### config.mk
export PLATFORM = sky130hd
export DESIGN_NAME = preset_chan_bank
export DESIGN_NICKNAME = d
export VERILOG_FILES = /design/src/rtl/preset_chan_bank.sv
export SDC_FILE = /design/constraint.sdc
export NUM_CORES = 1
export LEC_CHECK = 0
export ABC_AREA = 1
export ABC_CLOCK_PERIOD_IN_PS = 4200
export CAP_MARGIN = 20
export CORE_MARGIN = 2
export CORE_UTILIZATION = 35
export DETAILED_ROUTE_END_ITERATION = 7
export HOLD_SLACK_MARGIN = 0.03
export PLACE_DENSITY = 0.56
export SETUP_SLACK_MARGIN = 0.15
export SLEW_MARGIN = 20
export SYNTH_ARGS = -nofsm -noshare
export SYNTH_HDL_FRONTEND = slang
export SYNTH_SLANG_ARGS = --single-unit
export TNS_END_PERCENT = 20
### constraint.sdc
create_clock -name clk_i -period 4.2 [get_ports clk_i]
set_input_delay 1.05 -clock clk_i [delete_from_list [all_inputs] [get_ports clk_i]]
set_output_delay 1.05 -clock clk_i [all_outputs]
set_load 0.1 [all_outputs]
### src/rtl/preset_chan_bank.sv
// preset_chan_bank: bank of CHANNELS configuration words, each WIDTH bits.
// Every word powers up and resets to its own constant from INIT_VALUES.
// Words change only through one valid/ready command port. The supported
// commands are load, add, restore one channel, and a sequenced restore-all
// sweep. All outputs come straight from registers, so no input reaches an
// output without passing through a flop.
module preset_chan_bank #(
    parameter int                          WIDTH       = 32,
    parameter int                          CHANNELS    = 3,
    parameter int                          CHW         = (CHANNELS > 1) ? $clog2(CHANNELS) : 1,
    parameter logic [CHANNELS*WIDTH-1:0]   INIT_VALUES = {32'd77, 32'd66, 32'd42}
) (
    input  logic                        clk_i,
    input  logic                        rst_ni,
    input  logic                        wr_valid_i,
    output logic                        wr_ready_o,
    input  logic [1:0]                  wr_op_i,
    input  logic [CHW-1:0]              wr_chan_i,
    input  logic [WIDTH-1:0]            wr_data_i,
    output logic [CHANNELS*WIDTH-1:0]   data_o,
    output logic                        done_o,
    output logic                        err_o
);

    localparam logic [1:0]     OP_LOAD  = 2'b00;
    localparam logic [1:0]     OP_ADD   = 2'b01;
    localparam logic [1:0]     OP_ALL   = 2'b11;
    localparam logic [CHW-1:0] LAST_IDX = CHW'(CHANNELS - 1);

    typedef enum logic [1:0] {
        IDLE  = 2'd0,
        EXEC  = 2'd1,
        SWEEP = 2'd2
    } state_t;

    // Declaration initialisers give defined outputs from time zero, even
    // before any reset has been applied.
    state_t                      state_q = IDLE;
    state_t                      state_d;
    logic [1:0]                  op_q    = 2'b00;
    logic [1:0]                  op_d;
    logic [CHW-1:0]              chan_q  = '0;
    logic [CHW-1:0]              chan_d;
    logic [WIDTH-1:0]            wdata_q = '0;
    logic [WIDTH-1:0]            wdata_d;
    logic [CHW-1:0]              idx_q   = '0;
    logic [CHW-1:0]              idx_d;
    logic [CHANNELS*WIDTH-1:0]   data_q  = INIT_VALUES;
    logic [CHANNELS*WIDTH-1:0]   data_d;
    logic                        ready_q = 1'b1;
    logic                        ready_d;
    logic                        done_q  = 1'b0;
    logic                        done_d;
    logic                        err_q   = 1'b0;
    logic                        err_d;
    logic                        chan_ok;

    function automatic logic [WIDTH-1:0] init_slice(input int i);
        return INIT_VALUES[i*WIDTH +: WIDTH];
    endfunction

    // Flag whether the latched channel index names a channel that exists.
    // The index can exceed CHANNELS-1 when CHANNELS is not a power of two.
    always_comb begin
        chan_ok = 1'b0;
        for (int i = 0; i < CHANNELS; i++) begin
            if (CHW'(i) == chan_q) chan_ok = 1'b1;
        end
    end

    // Next state: command acceptance, single-edge execution, restore-all sweep.
    always_comb begin
        state_d = state_q;
        op_d    = op_q;
        chan_d  = chan_q;
        wdata_d = wdata_q;
        idx_d   = idx_q;
        data_d  = data_q;
        ready_d = ready_q;
        done_d  = 1'b0;
        err_d   = 1'b0;
        unique case (state_q)
            IDLE: begin
                if (wr_valid_i && ready_q) begin
                    op_d    = wr_op_i;
                    chan_d  = wr_chan_i;
                    wdata_d = wr_data_i;
                    idx_d   = '0;
                    ready_d = 1'b0;
                    state_d = (wr_op_i == OP_ALL) ? SWEEP : EXEC;
                end
            end
            EXEC: begin
                for (int i = 0; i < CHANNELS; i++) begin
                    if (CHW'(i) == chan_q) begin
                        if (op_q == OP_LOAD)
                            data_d[i*WIDTH +: WIDTH] = wdata_q;
                        else if (op_q == OP_ADD)
                            data_d[i*WIDTH +: WIDTH] = data_q[i*WIDTH +: WIDTH] + wdata_q;
                        else
                            data_d[i*WIDTH +: WIDTH] = init_slice(i);
                    end
                end
                done_d  = 1'b1;
                err_d   = ~chan_ok;
                ready_d = 1'b1;
                state_d = IDLE;
            end
            SWEEP: begin
                for (int i = 0; i < CHANNELS; i++) begin
                    if (CHW'(i) == idx_q) data_d[i*WIDTH +: WIDTH] = init_slice(i);
                end
                idx_d = idx_q + CHW'(1);
                if (idx_q == LAST_IDX) begin
                    idx_d   = '0;
                    done_d  = 1'b1;
                    ready_d = 1'b1;
                    state_d = IDLE;
                end
            end
            default: begin
                state_d = IDLE;
                ready_d = 1'b1;
            end
        endcase
    end

    // State and bank registers. Reset discards any in-flight command.
    always_ff @(posedge clk_i or negedge rst_ni) begin
        if (!rst_ni) begin
            state_q <= IDLE;
            op_q    <= 2'b00;
            chan_q  <= '0;
            wdata_q <= '0;
            idx_q   <= '0;
            data_q  <= INIT_VALUES;
            ready_q <= 1'b1;
            done_q  <= 1'b0;
            err_q   <= 1'b0;
        end else begin
            state_q <= state_d;
            op_q    <= op_d;
            chan_q  <= chan_d;
            wdata_q <= wdata_d;
            idx_q   <= idx_d;
            data_q  <= data_d;
            ready_q <= ready_d;
            done_q  <= done_d;
            err_q   <= err_d;
        end
    end

    assign wr_ready_o = ready_q;
    assign data_o     = data_q;
    assign done_o     = done_q;
    assign err_o      = err_q;

endmodule

==> impl_metrics.csv, run 1 <==
group,metric,value,unit
cts,post_cts_buffers,0,
timing,worst_slew_pin_slew,1070,ps
setup_path,cp.required,3150,ps
routing,wl,51000,um
timing,slew_headroom,28.7,%
floorplan,start_util,35.6,%
timing,setup_tns,0,ps
hold_path,min_delay_path_depth,2,
synthesis,yosysSeqAreaShare,26.0,%
cells_and_area,area_growth_syn_to_layout,19.1,%
hold_path,hold_path.class,"reg2reg",
setup_path,crit_chain,"clkdlybuf4s50_1",
synthesis,yosysTopAreaCellShare,29.3,%
setup_path,crit_fanout,4,
routing,vias_per_cell,4.92,
synthesis,synth_area,0.0135,mm2
timing,setup_viol,0,
routing,drc,0,
synthesis,yosysWarningCount,0,
setup_path,critPathCaptureType,"output port",
synthesis,synth_edf_count,0,
place,gp_congestion,0.901,
cts,cts_tree,"built",
synthesis,synth_cell_types,43,
synthesis,synth_top_area_cell,"nand2_1",
synthesis,synthCells,2327,
routing,drtPass1Iterations,5,
floorplan,design.core.area,0.0378,mm2
timing,period_needed,3220,ps
cells_and_area,design_area,0.0160,mm2
setup_path,arrival,2170,ps
place,place_area,0.0154,mm2
global_route,grtUsageTotal,26.1,%
synthesis,syn_nets,2465,
cts,clk_pin_slew,70,ps
floorplan,io_pins,138,
global_route,grt_pass1_vias,14200,
routing,antenna_left,0,
cts,cts_made_buffers,17,
floorplan,die_h,200,um
synthesis,synth_seq_cells,139,
setup_path,cp.depth,1,
routing,wl_per_cell,17.1,um
setup_path,path_delay_family,"buffers and inverters",
global_route,antenna_found_initial,1,
synthesis,async_flop_share,100,%
place,port_buffers,137,
setup_path,crit_path_start_kind,"register",
timing,skew,10.1,ps
outcome,status,"finished, final reports clean",
cts,clock_latency,450,ps
run,cap_violations,0,
routing,first_iter_violations,925,
setup_path,critPathKind,"reg2out",
cts,cts_resized,0,
setup_path,worst-path-buf-inv,1,
global_route,grt_max_degree,58,
setup_path,cpPeakStageDelay,1140,ps
timing,max_freq,0.310,GHz
timing,rsz0062_at_grt,"no",
cts,cts_buffer_depth,2,
cells_and_area,drive_above_1_share,3.65,%
floorplan,die_x,200,um
cts,hold_buffers,0,
cts,cts-htree-levels,4,
setup_path,r2r.worst_path.cells,12,
timing,hold_violations,0,
place,hpwl,40300,um
timing,period_share,76.8,%
cts,cts_root_buf,"clkbuf_16",
cts,clock_sinks,139,
synthesis,synthTopCellsByArea,"nand2_1 29%, dfrtp_1 24%, inv_1 10%, ha_1 8.9%, nand3_1 6.3%",
synthesis,dominantRegCellSynth,"dfrtp_1",
floorplan,die_area,0.0400,mm2
setup_path,crit_slowest_cell,"clkdlybuf4s50_1",
cells_and_area,nets,2588,
global_route,grt_remaining_overflow,0,
synthesis,syn_area_per_cell,5.78,um2
timing,drv_slew,0,
routing,dr_total_vias,14600,
global_route,grt_pass1_wl,78200,um
floorplan,rows,71,
[area by class of cell]
class | instances | area, um2
Antenna cell | 1 | 2.50
Clock buffer | 18 | 429
Clock inverter | 14 | 219
Fill cell | 4170 | 21700
Inverter | 376 | 1430
Multi-Input combinational cell | 1768 | 8340
Sequential cell | 139 | 3490
Tap cell | 511 | 639
Timing Repair Buffer | 148 | 1470
[layout by cell type (no fill, tap or decap), types with 2 or more instances in the layout]
cell type        synthesis  routed
a21o_1                   4       4
a21oi_1                100     100
a31oi_1                  6       6
a32o_1                   4       4
and2_1                   6       6
buf_4                    2      10
bufinv_16                0       5
clkbuf_16                0      17
clkdlybuf4s50_1          0     136
clkinv_2                 0       2
clkinv_4                 0       2
clkinvlp_4               0       5
dfrtp_1                129     129
dfstp_2                 10      10
fa_1                     3       3
ha_1                    96      96
inv_1                  367     366
inv_2                    7       7
inv_6                    1       2
nand2_1               1050    1050
nand3_1                170     170
nand3b_1                 8       8
nand4_1                 15      15
nor2_1                 169     168
nor2_2                  10      10
nor2_4                   1       2
nor3_1                  15      14
nor3_2                   1       2
o21ai_0                 59      59
o21ai_1                  2       2
o21bai_1                 9       9
o31ai_1                  2       2
or2_2                   12      12
xnor2_1                 11      11
xor2_1                   7       7
[through the flow]
stage          util [%]  worst slack (ps)  instances  hold WS [ps]
6_report           42.4               976       2975           513
5_1_grt            42.4               932       2975           544
4_1_cts            42.4               946       2974           519
3_3_place_gp       40.7              1450       2942           500
2_1_floorplan         -              1680       2327           480
3_5_place_dp       40.7              1440       2942           507
[sequential cells by signal, summed over array words and instances (netlist names)]
name	flops
wdata_q	32
state_q	2
wr_ready_o	1
err_o	1
done_o	1
op_q	2
idx_q	2
chan_q	2
data_o	96
[path summary, 6_finish.rpt]
kind | to | from | slack [ps]
worst max-delay path | data_o[1] | data_o[1] | 980
worst min-delay path | data_o[67] | data_o[67] | 510
worst max register to register | data_o[95] | state_q[0] | 1500
worst min register to register | data_o[67] | data_o[67] | 510
max in group asynchronous | data_o[21] | rst_ni | 2730
min in group asynchronous | wdata_q[0] | rst_ni | 550
[synth_stat cells (6+ instances only)]
library cell	number
nand2_1	1050
inv_1	367
nand3_1	170
nor2_1	169
dfrtp_1	129
a21oi_1	100
ha_1	96
o21ai_0	59
clkbuf_1	31
nand4_1	15
nor3_1	15
or2_2	12
xnor2_1	11
dfstp_2	10
nor2_2	10
o21bai_1	9
nand3b_1	8
buf_2	7
inv_2	7
xor2_1	7
a31oi_1	6
and2_1	6
[layer usage]
metal	up-vias	global-route usage, %	part of all wire, %
met5	-	0	0
met4	0	9.11	2.7
met3	61	2.94	4.9
met2	379	42.7	46
met1	6777	35.8	47
li1	7431	-	-
[logic make-up after synthesis]
family,after synthesis,share of synthesized area (%)
flip-flops,139,26.0
XOR/XNOR,18,1.17
AO/OA/AOI/OAI,193,7.83
adder cells (fa/ha/maj),99,9.38
buffers and inverters,420,12.1
AND/OR/NAND/NOR,1458,43.6
Power of run 1 is left out: the tool's default activity adds up to more than one toggle a clock period on the data nets, which glitch-free logic cannot reach.
==> run 2: changes to the inputs <==
Settings changed: ABC_CLOCK_PERIOD_IN_PS 4200 to 2700, PLACE_DENSITY 0.56 to 0.58.
Clock period 4.2 ns to 2.7 ns, I/O delays scaled along.
==> run 2 against run 1 <==
  * Clock skew is 11 ps higher
  * Die area stayed put
  * First-iteration DRC count is 17% higher
  * Register-to-register slack worse by 1300 ps
  * Core utilization is 0.59 points lower
  * Cell count is 0.24% higher
  * Global-route usage is 0.69 points lower
==> impl_metrics.csv, run 2 (synthesis results as in run 1) <==
group,metric,value,unit
routing,drtPass1Iterations,5,
place,gp_congestion,0.913,
timing,setup_ws,213,ps
timing,drv_slew,0,
cts,hold_buffers,0,
floorplan,die_area,0.0400,mm2
setup_path,r2r.worst_path.cells,12,
floorplan,design.core.area,0.0378,mm2
global_route,grt_max_degree,65,
floorplan,die_h,200,um
cts,clk_pin_slew,70,ps
setup_path,r2r_setup_slack,210,ps
timing,rsz0062_at_grt,"yes",
setup_path,cpPeakStageDelay,530,ps
floorplan,rows,71,
outcome,status,"finished, final reports clean",
routing,drc,0,
floorplan,die_x,200,um
timing,hold_violations,0,
cells_and_area,layout_commonest_cell,"nand2_1",
place,hpwl,39900,um
cells_and_area,area_growth_syn_to_layout,17.4,%
setup_path,crit_slowest_cell,"dfrtp_1",
timing,setup_tns,0,ps
cts,cts_buffer_depth,2,
floorplan,start_util,35.6,%
place,place_area,0.0152,mm2
setup_path,critPathCaptureType,"register",
floorplan,io_pins,138,
timing,period_share,92.1,%
cells_and_area,design_area,0.0158,mm2
cells_and_area,final_cell_mix,"1,050 x nand2_1, 366 x inv_1, 169 x nand3_1",
routing,wl,49600,um
global_route,grtUsageTotal,25.4,%
setup_path,r2r_end,"data_o[19]",
setup_path,worst-path-buf-inv,1,
setup_path,cp_common_cell,"nand2_1",
cells_and_area,nets,2596,
hold_path,hold_path.class,"in2async",
global_route,grt_pass1_vias,13700,
setup_path,crit_path_start_kind,"register",
run,cap_violations,0,
cts,clock_sinks,139,
setup_path,crit_fanout,5,
global_route,grt_remaining_overflow,0,
setup_path,path_delay_family,"simple AND/OR/NAND/NOR gates",
timing,slew_headroom,48.3,%
routing,first_iter_violations,1083,
timing,period_needed,2490,ps
timing,setup_viol,0,
setup_path,crit_chain,"ha_1 -> nand2_1 -> inv_1 -> nand2_1 -> nor2_1 -> nand4_1 -> nand3_1 -> nand2_1 -> nand3_1 -> nand2_1 -> nand3_1 -> nand2_1",
setup_path,arrival,2830,ps
setup_path,cp.required,3040,ps
routing,vias_per_cell,4.90,
setup_path,critPathKind,"reg2reg",
routing,wl_per_cell,16.6,um
place,port_buffers,137,
global_route,grt_pass1_wl,76600,um
cts,cts_root_buf,"clkbuf_16",
timing,worst_slew_pin_slew,776,ps
routing,antenna_left,0,
cells_and_area,largest_reg_flops,96,
timing,max_freq,0.402,GHz
place,dp_slack,314,ps
cells_and_area,antennaDiodeCount,0,
cts,clock_latency,460,ps
timing,skew,20.8,ps
cells_and_area,drive_above_1_share,8.05,%
setup_path,r2r_start,"wdata_q[17]",
cts,cts_made_buffers,17,
routing,dr_total_vias,14600,
cts,cts-htree-levels,4,
cts,cts_tree,"built",
global_route,antenna_found_initial,0,
cts,post_cts_buffers,0,
[run 2: worst reg2reg max path, stage by stage, from the launching register on]
cell	delay (ps)
dfrtp_1	530
ha_1	450
nand2_1	110
inv_1	80
nand2_1	80
nor2_1	380
nand4_1	290
nand3_1	160
nand2_1	50
nand3_1	60
nand2_1	60
nand3_1	70
nand2_1	50
[run 2: worst max path at each step]
stage | start | endpoint | slack (ps) | depth (start not counted)
final | wdata_q[17] | data_o[19] | 210 | 12
after global routing | data_o[64] | data_o[80] | 100 | 15
after CTS | wdata_q[17] | data_o[19] | 300 | 12
after detailed placement | wdata_q[17] | data_o[19] | 310 | 12
after global placement | wdata_q[11] | data_o[19] | 300 | 12
after floorplan | data_o[0] | data_o[24] | 180 | 14
[run 2: area by class of cell]
cell class,instances,area (um2)
Clock buffer,19,443
Clock inverter,13,141
Fill cell,4140,22000
Inverter,376,1430
Multi-Input combinational cell,1768,8350
Sequential cell,139,3490
Tap cell,511,639
Timing Repair Buffer,156,1310
[run 2: timing repair]
item	in CTS	in global routing
hold endpoints to repair	0	0
endpoints found under the setup margin	0	10
resized for setup	0	2
[run 2: per-stage QoR]
stage / cells / utilization [%] / hold slack [ps]
2_1_floorplan: 2327 / - / 379
3_3_place_gp: 2950 / 40.3 / 497
3_5_place_dp: 2950 / 40.3 / 506
4_1_cts: 2982 / 41.8 / 203
5_1_grt: 2982 / 41.8 / 233
6_report: 2982 / 41.8 / 182
[run 2: layer usage]
| layer | vias up | global-route usage, % | share of wire (%) |
|---|---|---|---|
| met4 | 0 | 7.68 | 2.1 |
| met1 | 6675 | 35.5 | 47 |
| li1 | 7460 | - | - |
| met5 | - | 0 | 0 |
| met2 | 415 | 41.6 | 46 |
| met3 | 53 | 2.42 | 4.8 |
Power of run 2 is left out for the same reason.
==> run 3: changes to the inputs <==
Settings changed: TNS_END_PERCENT 20 to unset.
==> run 3 against run 2 <==
  * Critical path depth is the same
  * Maximum frequency is 0.25% higher
  * Flip-flop and latch count unchanged
  * First-iteration DRC count rose by 7.6%
  * Design area is essentially flat
  * Die area unchanged
  * Clock-buffer cell count unchanged
  * Worst hold slack improved by 2.1 ps
  * Via count hardly changed
==> impl_metrics.csv, run 3 (synthesis results as in run 1) <==
group,metric,value,unit
setup_path,r2r.worst_path.cells,12,
global_route,grt_remaining_overflow,0,
cells_and_area,antennaDiodeCount,0,
cells_and_area,nets,2596,
timing,period_share,91.9,%
setup_path,crit_path_start_kind,"register",
floorplan,io_pins,138,
floorplan,rows,71,
timing,slew_headroom,48.0,%
timing,rsz0062_at_grt,"yes",
cts,cts_tree,"built",
global_route,globalRouteMet1Util,35.5,%
cts,clock_latency,450,ps
floorplan,die_x,200,um
floorplan,die_h,200,um
timing,setup_viol,0,
setup_path,crit_fanout,5,
timing,worst_slew_pin_slew,781,ps
timing,hold_violations,0,
cells_and_area,drive_above_1_share,8.17,%
routing,first_iter_violations,1165,
routing,vias_per_cell,4.90,
timing,setup_tns,0,ps
place,gp_congestion,0.913,
place,hpwl,39900,um
global_route,grt_util_met2,41.6,%
setup_path,crit_chain,"ha_1 -> nand2_1 -> inv_1 -> nand2_1 -> nor2_1 -> nand4_1 -> nand3_1 -> nand2_1 -> nand3_1 -> nand2_1 -> nand3_1 -> nand2_1",
setup_path,crit_slowest_cell,"dfrtp_1",
cells_and_area,final_cell_mix,"1,049 x nand2_1, 366 x inv_1, 168 x nand3_1, 168 x nor2_1, 129 x dfrtp_1",
setup_path,critPathCaptureType,"register",
cells_and_area,area_growth_syn_to_layout,17.5,%
cells_and_area,largest_reg_flops,96,
routing,wl_per_cell,16.6,um
timing,period_needed,2480,ps
global_route,grtUsageTotal,25.4,%
timing,drv_slew,0,
global_route,grt_pass1_wl,76600,um
cells_and_area,fillers,4137,
cells_and_area,layout_commonest_cell,"nand2_1",
floorplan,design.core.area,0.0378,mm2
setup_path,critPathKind,"reg2reg",
hold_path,hold_path.class,"in2async",
routing,drc,0,
setup_path,cp.required,3040,ps
global_route,grt_max_degree,65,
global_route,grt_pass1_vias,13700,
cts,clk_pin_slew,70,ps
routing,drtPass1Iterations,5,
routing,dr_total_vias,14600,
timing,max_freq,0.403,GHz
cts,cts_root_buf,"clkbuf_16",
run,cap_violations,0,
place,port_buffers,137,
floorplan,start_util,35.6,%
global_route,grtUsageMet3,2.42,%
global_route,busiest_layer,"met2",
cts,cts-htree-levels,4,
cts,clock_sinks,139,
floorplan,die_area,0.0400,mm2
global_route,antenna_found_initial,0,
setup_path,arrival,2820,ps
setup_path,cp_common_cell,"nand2_1",
cts,cts_made_buffers,17,
setup_path,cpPeakStageDelay,530,ps
routing,wl,49600,um
routing,antenna_left,0,
cts,cts_buffer_depth,2,
timing,skew,16.5,ps
outcome,status,"finished, final reports clean",
## run 3: cell counts in the layout (fill, tap and decap cells not counted)
Identical to the previous run, type by type.
## run 3: layout make-up
class | instances | area, um2 | area share [%]
clock inverter | 13 | 141 | 0.895
timing repair buffer | 156 | 1310 | 8.26
inverter | 376 | 1430 | 9.02
sequential | 139 | 3490 | 22.1
tap | 511 | 639 | 4.05
multi-input combinational | 1768 | 8360 | 52.9
clock buffer | 19 | 443 | 2.80
## run 3: repair_timing
action	4_1_cts	5_1_grt
hold buffers	0	0
setup endpoints to repair	0	10
resized for setup	0	5
buffers inserted	0	0
## run 3: final timing paths
check                        endpoint        start  slack (ps)
hold reg to reg            wr_ready_o   wr_ready_o         510
hold / removal             wdata_q[2]       rst_ni         180
max in group asynchronous  data_o[91]       rst_ni        1790
min in group clk_i         wr_ready_o   wr_ready_o         510
setup reg to reg           data_o[19]  wdata_q[17]         220
setup / recovery           data_o[19]  wdata_q[17]         220
## run 3: critical path, delay by kind of cell (launching register included)
kind          cells  cell delay, ps
simple gates     10            1310
buf+inv           1              80
fa+ha+maj         1             440
flops             1             530
## run 3: routing by layer
layer | vias to the layer above | routed length (um)
met3 | 56 | 2530
met5 | - | 0
met2 | 418 | 22700
met1 | 6673 | 23200
met4 | 0 | 1070
li1 | 7470 | -
## run 3: metrics by stage
step | hold slack (ps) | std cells | setup slack, ps | utilization, % | area, um2
finish | 184 | 2982 | 219 | 41.9 | 15800
global placement | 497 | 2950 | 304 | 40.3 | 15200
floorplan | 379 | 2327 | 181 | - | 13500
detailed placement | 506 | 2950 | 314 | 40.3 | 15200
CTS | 203 | 2982 | 302 | 41.8 | 15800
global route | 233 | 2982 | 142 | 41.9 | 15800
Power of run 3 is left out for the same reason.
